File: src/rtl/world_loader_pkg.sv
// Shared voxel-world types and constants for the world loader and its consumers.
package world_loader_pkg;

  localparam int WORLD_LENGTH = 64;
  localparam int WORLD_WIDTH  = 64;
  localparam int WORLD_HEIGHT = 16;
  localparam int WORLD_DEPTH  = WORLD_LENGTH * WORLD_WIDTH * WORLD_HEIGHT;

  localparam logic [7:0] SYNC_BULK = 8'hA5;
  localparam logic [7:0] SYNC_UPD  = 8'h5A;

  typedef logic [7:0] block_type_t;

  typedef struct packed {
    logic [$clog2(WORLD_HEIGHT)-1:0] y;
    logic [$clog2(WORLD_WIDTH)-1:0]  z;
    logic [$clog2(WORLD_LENGTH)-1:0] x;
  } block_pos_t;

  typedef struct packed {
    block_pos_t  pos;
    block_type_t blk;
  } voxel_wr_t;

  typedef enum logic [2:0] {
    ST_IDLE,
    ST_BULK,
    ST_UPD_X,
    ST_UPD_Y,
    ST_UPD_Z,
    ST_UPD_T
  } loader_state_t;

  function automatic logic coord_in_range(input logic [7:0] c, input int extent);
    return int'(c) < extent;
  endfunction

endpackage

File: src/rtl/world_loader_sync_fifo.sv
// Small synchronous valid/ready FIFO; simultaneous push and pop while full both succeed.
module sync_fifo #(
  parameter int WIDTH = 24,
  parameter int DEPTH = 2
) (
  input  logic             clk,
  input  logic             rst_n,
  input  logic             push,
  input  logic [WIDTH-1:0] push_data,
  input  logic             pop,
  output logic [WIDTH-1:0] head,
  output logic             empty,
  output logic             full
);

  localparam int PW = (DEPTH > 1) ? $clog2(DEPTH) : 1;

  logic [WIDTH-1:0] mem [DEPTH];
  logic [PW-1:0]    wr_ptr;
  logic [PW-1:0]    rd_ptr;
  logic [PW:0]      count;
  logic             do_push;
  logic             do_pop;

  function automatic logic [PW-1:0] ptr_inc(input logic [PW-1:0] p);
    return (p == PW'(DEPTH - 1)) ? '0 : p + 1'b1;
  endfunction

  assign empty   = (count == '0);
  assign full    = (count == (PW+1)'(DEPTH));
  assign do_pop  = pop && !empty;
  assign do_push = push && (!full || do_pop);
  assign head    = mem[rd_ptr];

  always_ff @(posedge clk or negedge rst_n) begin
    if (!rst_n) begin
      wr_ptr <= '0;
      rd_ptr <= '0;
      count  <= '0;
    end else begin
      if (do_push) wr_ptr <= ptr_inc(wr_ptr);
      if (do_pop)  rd_ptr <= ptr_inc(rd_ptr);
      case ({do_push, do_pop})
        2'b10:   count <= count + 1'b1;
        2'b01:   count <= count - 1'b1;
        default: count <= count;
      endcase
    end
  end

  // Storage is pure data; occupancy alone decides what is valid.
  always_ff @(posedge clk) begin
    if (do_push) mem[wr_ptr] <= push_data;
  end

endmodule

File: src/rtl/world_loader.sv
// Turns the plugin's UART byte stream into voxel cache writes (bulk world load and single-block patches).
module world_loader
  import world_loader_pkg::*;
#(
  parameter int         LENGTH    = world_loader_pkg::WORLD_LENGTH,
  parameter int         WIDTH     = world_loader_pkg::WORLD_WIDTH,
  parameter int         HEIGHT    = world_loader_pkg::WORLD_HEIGHT,
  parameter logic [7:0] SYNC_BULK = world_loader_pkg::SYNC_BULK,
  parameter logic [7:0] SYNC_UPD  = world_loader_pkg::SYNC_UPD,
  parameter int         TIMEOUT   = 1_000_000
) (
  input  logic        clk_in,
  input  logic        rst_in,
  input  logic [7:0]  rx_data_in,
  input  logic        rx_valid_in,
  output logic [15:0] wr_addr_out,
  output logic [7:0]  wr_data_out,
  output logic        wr_valid_out,
  input  logic        wr_ready_in,
  output logic        initialized_out,
  output logic        busy_out,
  output logic [2:0]  err_out
);

  localparam int DEPTH = LENGTH * WIDTH * HEIGHT;
  localparam int XW    = $clog2(LENGTH);
  localparam int ZW    = $clog2(WIDTH);
  localparam int YW    = $clog2(HEIGHT);
  localparam int CW    = $bits(block_pos_t);
  localparam int TW    = $clog2(TIMEOUT + 1);

  loader_state_t   state;
  loader_state_t   state_nx;
  logic [CW-1:0]   cnt;
  logic            cnt_last;
  logic [TW-1:0]   to_cnt;
  logic            timeout_hit;
  logic [7:0]      x_q, y_q, z_q;
  logic            init_q;
  logic [2:0]      err_q;

  logic            push;
  voxel_wr_t       push_data;
  voxel_wr_t       upd_wr;
  logic            cnt_clr, cnt_inc, set_init, clr_init;
  logic            err_to, err_range, err_ovf;
  logic            upd_ok;

  logic [$bits(voxel_wr_t)-1:0] head;
  logic            empty, full;

  assign cnt_last    = (cnt == CW'(DEPTH - 1));
  assign timeout_hit = (state != ST_IDLE) && !rx_valid_in && (to_cnt == TW'(TIMEOUT - 1));
  assign upd_ok      = coord_in_range(x_q, LENGTH) && coord_in_range(y_q, HEIGHT)
                       && coord_in_range(z_q, WIDTH);

  always_comb begin
    upd_wr.pos.y = y_q[YW-1:0];
    upd_wr.pos.z = z_q[ZW-1:0];
    upd_wr.pos.x = x_q[XW-1:0];
    upd_wr.blk   = rx_data_in;
  end

  always_comb begin
    state_nx  = state;
    push      = 1'b0;
    push_data = '0;
    cnt_clr   = 1'b0;
    cnt_inc   = 1'b0;
    set_init  = 1'b0;
    clr_init  = 1'b0;
    err_to    = 1'b0;
    err_range = 1'b0;
    if (rx_valid_in) begin
      // Inside a packet every byte is payload, including sync values.
      unique case (state)
        ST_IDLE: begin
          if (rx_data_in == SYNC_BULK) begin
            state_nx = ST_BULK;
            cnt_clr  = 1'b1;
            clr_init = 1'b1;
          end else if (rx_data_in == SYNC_UPD) begin
            state_nx = ST_UPD_X;
          end
        end
        ST_BULK: begin
          push      = 1'b1;
          push_data = {cnt, rx_data_in};
          cnt_inc   = 1'b1;
          if (cnt_last) begin
            set_init = 1'b1;
            state_nx = ST_IDLE;
          end
        end
        ST_UPD_X: state_nx = ST_UPD_Y;
        ST_UPD_Y: state_nx = ST_UPD_Z;
        ST_UPD_Z: state_nx = ST_UPD_T;
        ST_UPD_T: begin
          state_nx  = ST_IDLE;
          push      = upd_ok;
          push_data = upd_wr;
          err_range = !upd_ok;
        end
        default: state_nx = ST_IDLE;
      endcase
    end else if (timeout_hit) begin
      state_nx = ST_IDLE;
      err_to   = 1'b1;
    end
  end

  // Dropped entries still advance cnt so later bulk bytes land at their true address.
  assign err_ovf = push && full && !wr_ready_in;

  always_ff @(posedge clk_in or negedge rst_in) begin
    if (!rst_in) begin
      state  <= ST_IDLE;
      cnt    <= '0;
      to_cnt <= '0;
      init_q <= 1'b0;
      err_q  <= '0;
    end else begin
      state <= state_nx;
      if (cnt_clr)      cnt <= '0;
      else if (cnt_inc) cnt <= cnt_last ? '0 : cnt + 1'b1;
      if (rx_valid_in || state == ST_IDLE) to_cnt <= '0;
      else                                  to_cnt <= to_cnt + 1'b1;
      if (clr_init)      init_q <= 1'b0;
      else if (set_init) init_q <= 1'b1;
      err_q <= err_q | {err_to, err_range, err_ovf};
    end
  end

  always_ff @(posedge clk_in) begin
    if (rx_valid_in) begin
      case (state)
        ST_UPD_X: x_q <= rx_data_in;
        ST_UPD_Y: y_q <= rx_data_in;
        ST_UPD_Z: z_q <= rx_data_in;
        default: ;
      endcase
    end
  end

  sync_fifo #(
    .WIDTH($bits(voxel_wr_t)),
    .DEPTH(2)
  ) u_fifo (
    .clk      (clk_in),
    .rst_n    (rst_in),
    .push     (push),
    .push_data(push_data),
    .pop      (wr_ready_in),
    .head     (head),
    .empty    (empty),
    .full     (full)
  );

  assign wr_valid_out               = !empty;
  assign {wr_addr_out, wr_data_out} = empty ? '0 : head;
  assign initialized_out            = init_q;
  assign busy_out                   = (state != ST_IDLE);
  assign err_out                    = err_q;

endmodule

File: config.mk
export PLATFORM = sky130hd
export DESIGN_NAME = world_loader
export DESIGN_NICKNAME = d
export VERILOG_FILES = /design/src/rtl/world_loader_pkg.sv /design/src/rtl/world_loader_sync_fifo.sv /design/src/rtl/world_loader.sv
export SDC_FILE = /design/constraint.sdc
export NUM_CORES = 1
export LEC_CHECK = 0
export ABC_AREA = 1
export BUFFER_PORTS_ARGS = -buffer_cell sky130_fd_sc_hd__clkbuf_2
export CORE_UTILIZATION = 56
export CTS_BUF_LIST = sky130_fd_sc_hd__clkbuf_8
export CTS_CLUSTER_DIAMETER = 200
export DETAILED_ROUTE_END_ITERATION = 8
export PLACE_DENSITY = 0.76
export SKIP_CTS_REPAIR_TIMING = 1
export SYNTH_ARGS = -nofsm -noshare
export SYNTH_HDL_FRONTEND = slang
export SYNTH_SLANG_ARGS = --single-unit
File: constraint.sdc
create_clock -name clk_in -period 2.3 [get_ports clk_in]
set_input_delay 0 -clock clk_in [delete_from_list [all_inputs] [get_ports clk_in]]
set_output_delay 0 -clock clk_in [all_outputs]
set_load 0.1 [all_outputs]
==> summary.txt <==
Logic synthesis
  • Dominant cell type by area after synthesis: edfxtp_1
  • Asr flop ratio synth: 39.50%
  • Sequential fraction of the synthesis area: approximately three fifths
  • Synth Flop Type: edfxtp_1
  • Synthesized flop and latch total: between 100 and 150
  • Synth area leaders: edfxtp_1 39%, dfrtp_1 21%, nand2_1 8.2%, nand3_1 4.5%, inv_1 4.0%
  • Yosys cell types: 39
  • Yosys Warn Count: 0
  • Post-Synthesis Net Count: 583
  • Synth Cell Area: between 5000 and 6000 sq um
  • Syn Inst Count: 569
  • Synthesized area per cell: slightly below 10 sq um
  • Number of flops mapped to enable cells by yosys: just over 70
  • Post-synth top area share: approximately two fifths

Finish
  • Ant diodes: 0
  • Multi-input logic area: 1904 sq um
  • Filler cells: approximately 660
  • Share of cells above drive strength 1: a little over a fifth
  • Post-route non-filler standard cell count: between 700 and 800
  • # nets final: roughly 650
  • Reg area: between 3000 and 4000 sq um
  • Synth-to-Final Area Change: 24.57%

Floorplanning
  • CORE AREA: 9371 sq um
  • Ports: 42
  • Die area: between 10000 and 15000 sq um
  • Chip width: 101.0 um
  • FP Rows: 35
  • Starting Density: 58.53%
  • Chip height: 101.0 um

Run
  • Max_cap viols: 0

Setup path
  • WP data arrival: between 1.5 and 2 ns
  • Startpoint class of the critical path: flop
  • Reg2Reg Capture Point: u_fifo.mem[1][15]$_DFFE_PP_
  • R2R cell count: 6
  • Delay-heaviest family, CP: buffers and inverters
  • CP max stage delay: approximately 0.43 ns
  • Crit Path Category: reg2out
  • Reg2reg setup slack: around 0.46 ns
  • FF-to-FF Start: z_q[7]$_DFFE_PP_
  • Critical-path maximum fanout: 24
  • Buf/Inv on CP: 2
  • CP required: roughly 2.3 ns
  • Slowest cell on the critical path: dfrtp_1
  • Crit-path cells: nor2_2, buf_4, a21oi_1, clkbuf_2
  • Critical path capture point type: primary output

STA
  • Final setup viols: 0
  • Min Clock Period, post-route: 1.889 ns
  • RSZ-0062 raised after global routing: false
  • Slew HR: 53.17%
  • Setup TNS: 0 ns
  • FMAX: ~0.53 GHz
  • Final Max Slew Viols: 0
  • Final Hold Fails: 0
  • Worst Max-Slew Pin Slew: around 0.7 ns
  • Worst setup margin: roughly 0.4 ns
  • Clock skew: around 0.015 ns
  • Crit share post-route: slightly above 80%

Routing
  • Vias: 4295
  • Antenna-violating nets left: 0
  • Routed wire per std cell: around 15 um
  • Via/cell ratio: around 5.5
  • Drt initial violations: approximately 350
  • Drt total wl: roughly 12000 um
  • DRT Pass-1 Iters: 5
  • DRC Markers: 0

Outcome
  • Outcome: finished, final reports clean

Power and ir drop
  • Leakage: ~2.8 nW
  • Switching pwr: roughly 4.6 mW
  • P_int: 5.066 mW
  • Clock share of power: 20.8%
  • Pwr Total: roughly 9.7 mW
  • Reg power frac: between 20 and 30%
  • Sw Ratio: ~48%
  • Logic pwr share: roughly 50%
  • Worst vdd ir: 1045 uV
  • Pwr Density: about 1400 nW/um^2

Placement
  • HPWL after detailed placement: 8356 um
  • Input/output buffers: 41
  • Post-Place Cells: roughly 740
  • GPL Wtd Cong: slightly below 0.9
  • Placement Setup Slack: 0.4893 ns

Clocking
  • Worst-Skew Late Latency: ~0.44 ns
  • Clk root buf: clkbuf_8
  • Clock transition at path regs: 0.08 ns
  • TritonCTS clock tree: yes
  • Clock Tree Buf Depth: 2
  • # clock sinks: 119
  • H-tree depth: 4
  • TritonCTS buffer count: 17

Global routing
  • Antenna violations before repair: 0
  • Vias in the first global route: 4111
  • Grt ovf: 0
  • Pin count of the biggest net entering global routing: 25
  • Global-route wire length before repair: 19600 um
  • Total GRT Usage: between 20% and 30%

Min path
  • Hold Crit Class: in2async
stage by stage:
stage / utilization, % / area, sq um / hold slack (ns)
after detailed placement: 67.21 / 6299 / 0.007392
final: 72.91 / 6833 / 0.06485
after floorplan: - / 5579 / -0.2956
after global placement: 67.21 / 6299 / 0.0001059
after CTS: 71.74 / 6723 / -0.4721
after global routing: 72.91 / 6833 / 0.1062
synthesized netlist by cell type, drive strengths merged (6+ instances only):
library cell	n
dfrtp	47
nand2	127
o21ai	33
inv	66
nand3	49
buf	6
nor3	13
nor2	64
a21oi	43
xor2	11
clkbuf	9
edfxtp	72
nand4	12
area by class of cell:
| class | count | area share, % |
|---|---|---|
| clock buffer | 17 | 3.424 |
| clock inverter | 15 | 2.783 |
| inverter | 67 | 3.754 |
| multi-input combinational | 368 | 27.87 |
| sequential | 119 | 48.86 |
| tap | 129 | 2.362 |
| timing repair buffer | 66 | 10.95 |
state kept, by name, summed over array words and instances (netlist names):
signal / flops
cnt: 16
err_out: 3
initialized_out: 1
state: 3
to_cnt: 20
u_fifo.count: 2
u_fifo.mem: 48
u_fifo.rd_ptr: 1
u_fifo.wr_ptr: 1
x_q: 8
y_q: 8
z_q: 8
layer usage:
| layer | up-vias | wire length, um | global-route usage (%) | share of wire [%] |
|---|---|---|---|---|
| met2 | 153 | 6079 | 42.94 | 51 |
| met3 | 35 | 655 | 5.687 | 5.5 |
| met1 | 2049 | 4905 | 32.12 | 41 |
| met5 | - | 0 | 0 | 0 |
| met4 | 0 | 307 | 11.82 | 2.6 |
| li1 | 2058 | - | - | - |
how the worst max path moves through the flow:
stage | end | cells after the start | startpoint
final | wr_data_out[0] | 4 | u_fifo.count[1]$_DFFE_PN0P_
after global routing | u_fifo.mem[0][16]$_DFFE_PP_ | 6 | y_q[5]$_DFFE_PP_
after CTS | wr_data_out[0] | 4 | u_fifo.count[1]$_DFFE_PN0P_
after detailed placement | u_fifo.mem[0][16]$_DFFE_PP_ | 6 | y_q[4]$_DFFE_PP_
after global placement | u_fifo.mem[1][17]$_DFFE_PP_ | 6 | z_q[7]$_DFFE_PP_
after floorplan | u_fifo.mem[0][0]$_DFFE_PP_ | 6 | u_fifo.count[0]$_DFFE_PN0P_
logic make-up after synthesis:
| logic type | share of synthesized area [%] |
|---|---|
| AO/OA/AOI/OAI | 8.143 |
| XOR/XNOR | 1.756 |
| adder cells (fa/ha/maj) | 0.4561 |
| buffers and inverters | 6.136 |
| flip-flops | 60.86 |
| AND/OR/NAND/NOR | 22.65 |
power groups by stage:
stage	combinational, mW	clock (mW)	sequential [mW]
6_report	4.82	2.01	2.85
2_1_floorplan	3.26	0	2.95
5_1_grt	5.06	2.13	2.87
4_1_cts	4.82	2.03	2.84
3_3_place_gp	4.72	0	2.86
3_5_place_dp	4.81	0	2.88
worst register-to-register path: cells and delay by family (launching register included):
family                 cells  cell delay (ns)
flip-flops                 1             0.37
buffers and inverters      1             0.20
AND/OR/NAND/NOR            4             0.68
AO/OA/AOI/OAI              1             0.28
placed cells by master (no fill, tap or decap), types with 17 or more instances in the layout:
master,instances
edfxtp_1,72
a21oi_1,22
nand2_1,120
clkbuf_8,17
o21ai_0,30
buf_12,22
dfrtp_1,47
a21oi_2,21
nor2_1,54
inv_1,60
clkbuf_2,20
nand3_1,49
No activity file was read; power rests on OpenSTA's default activity.
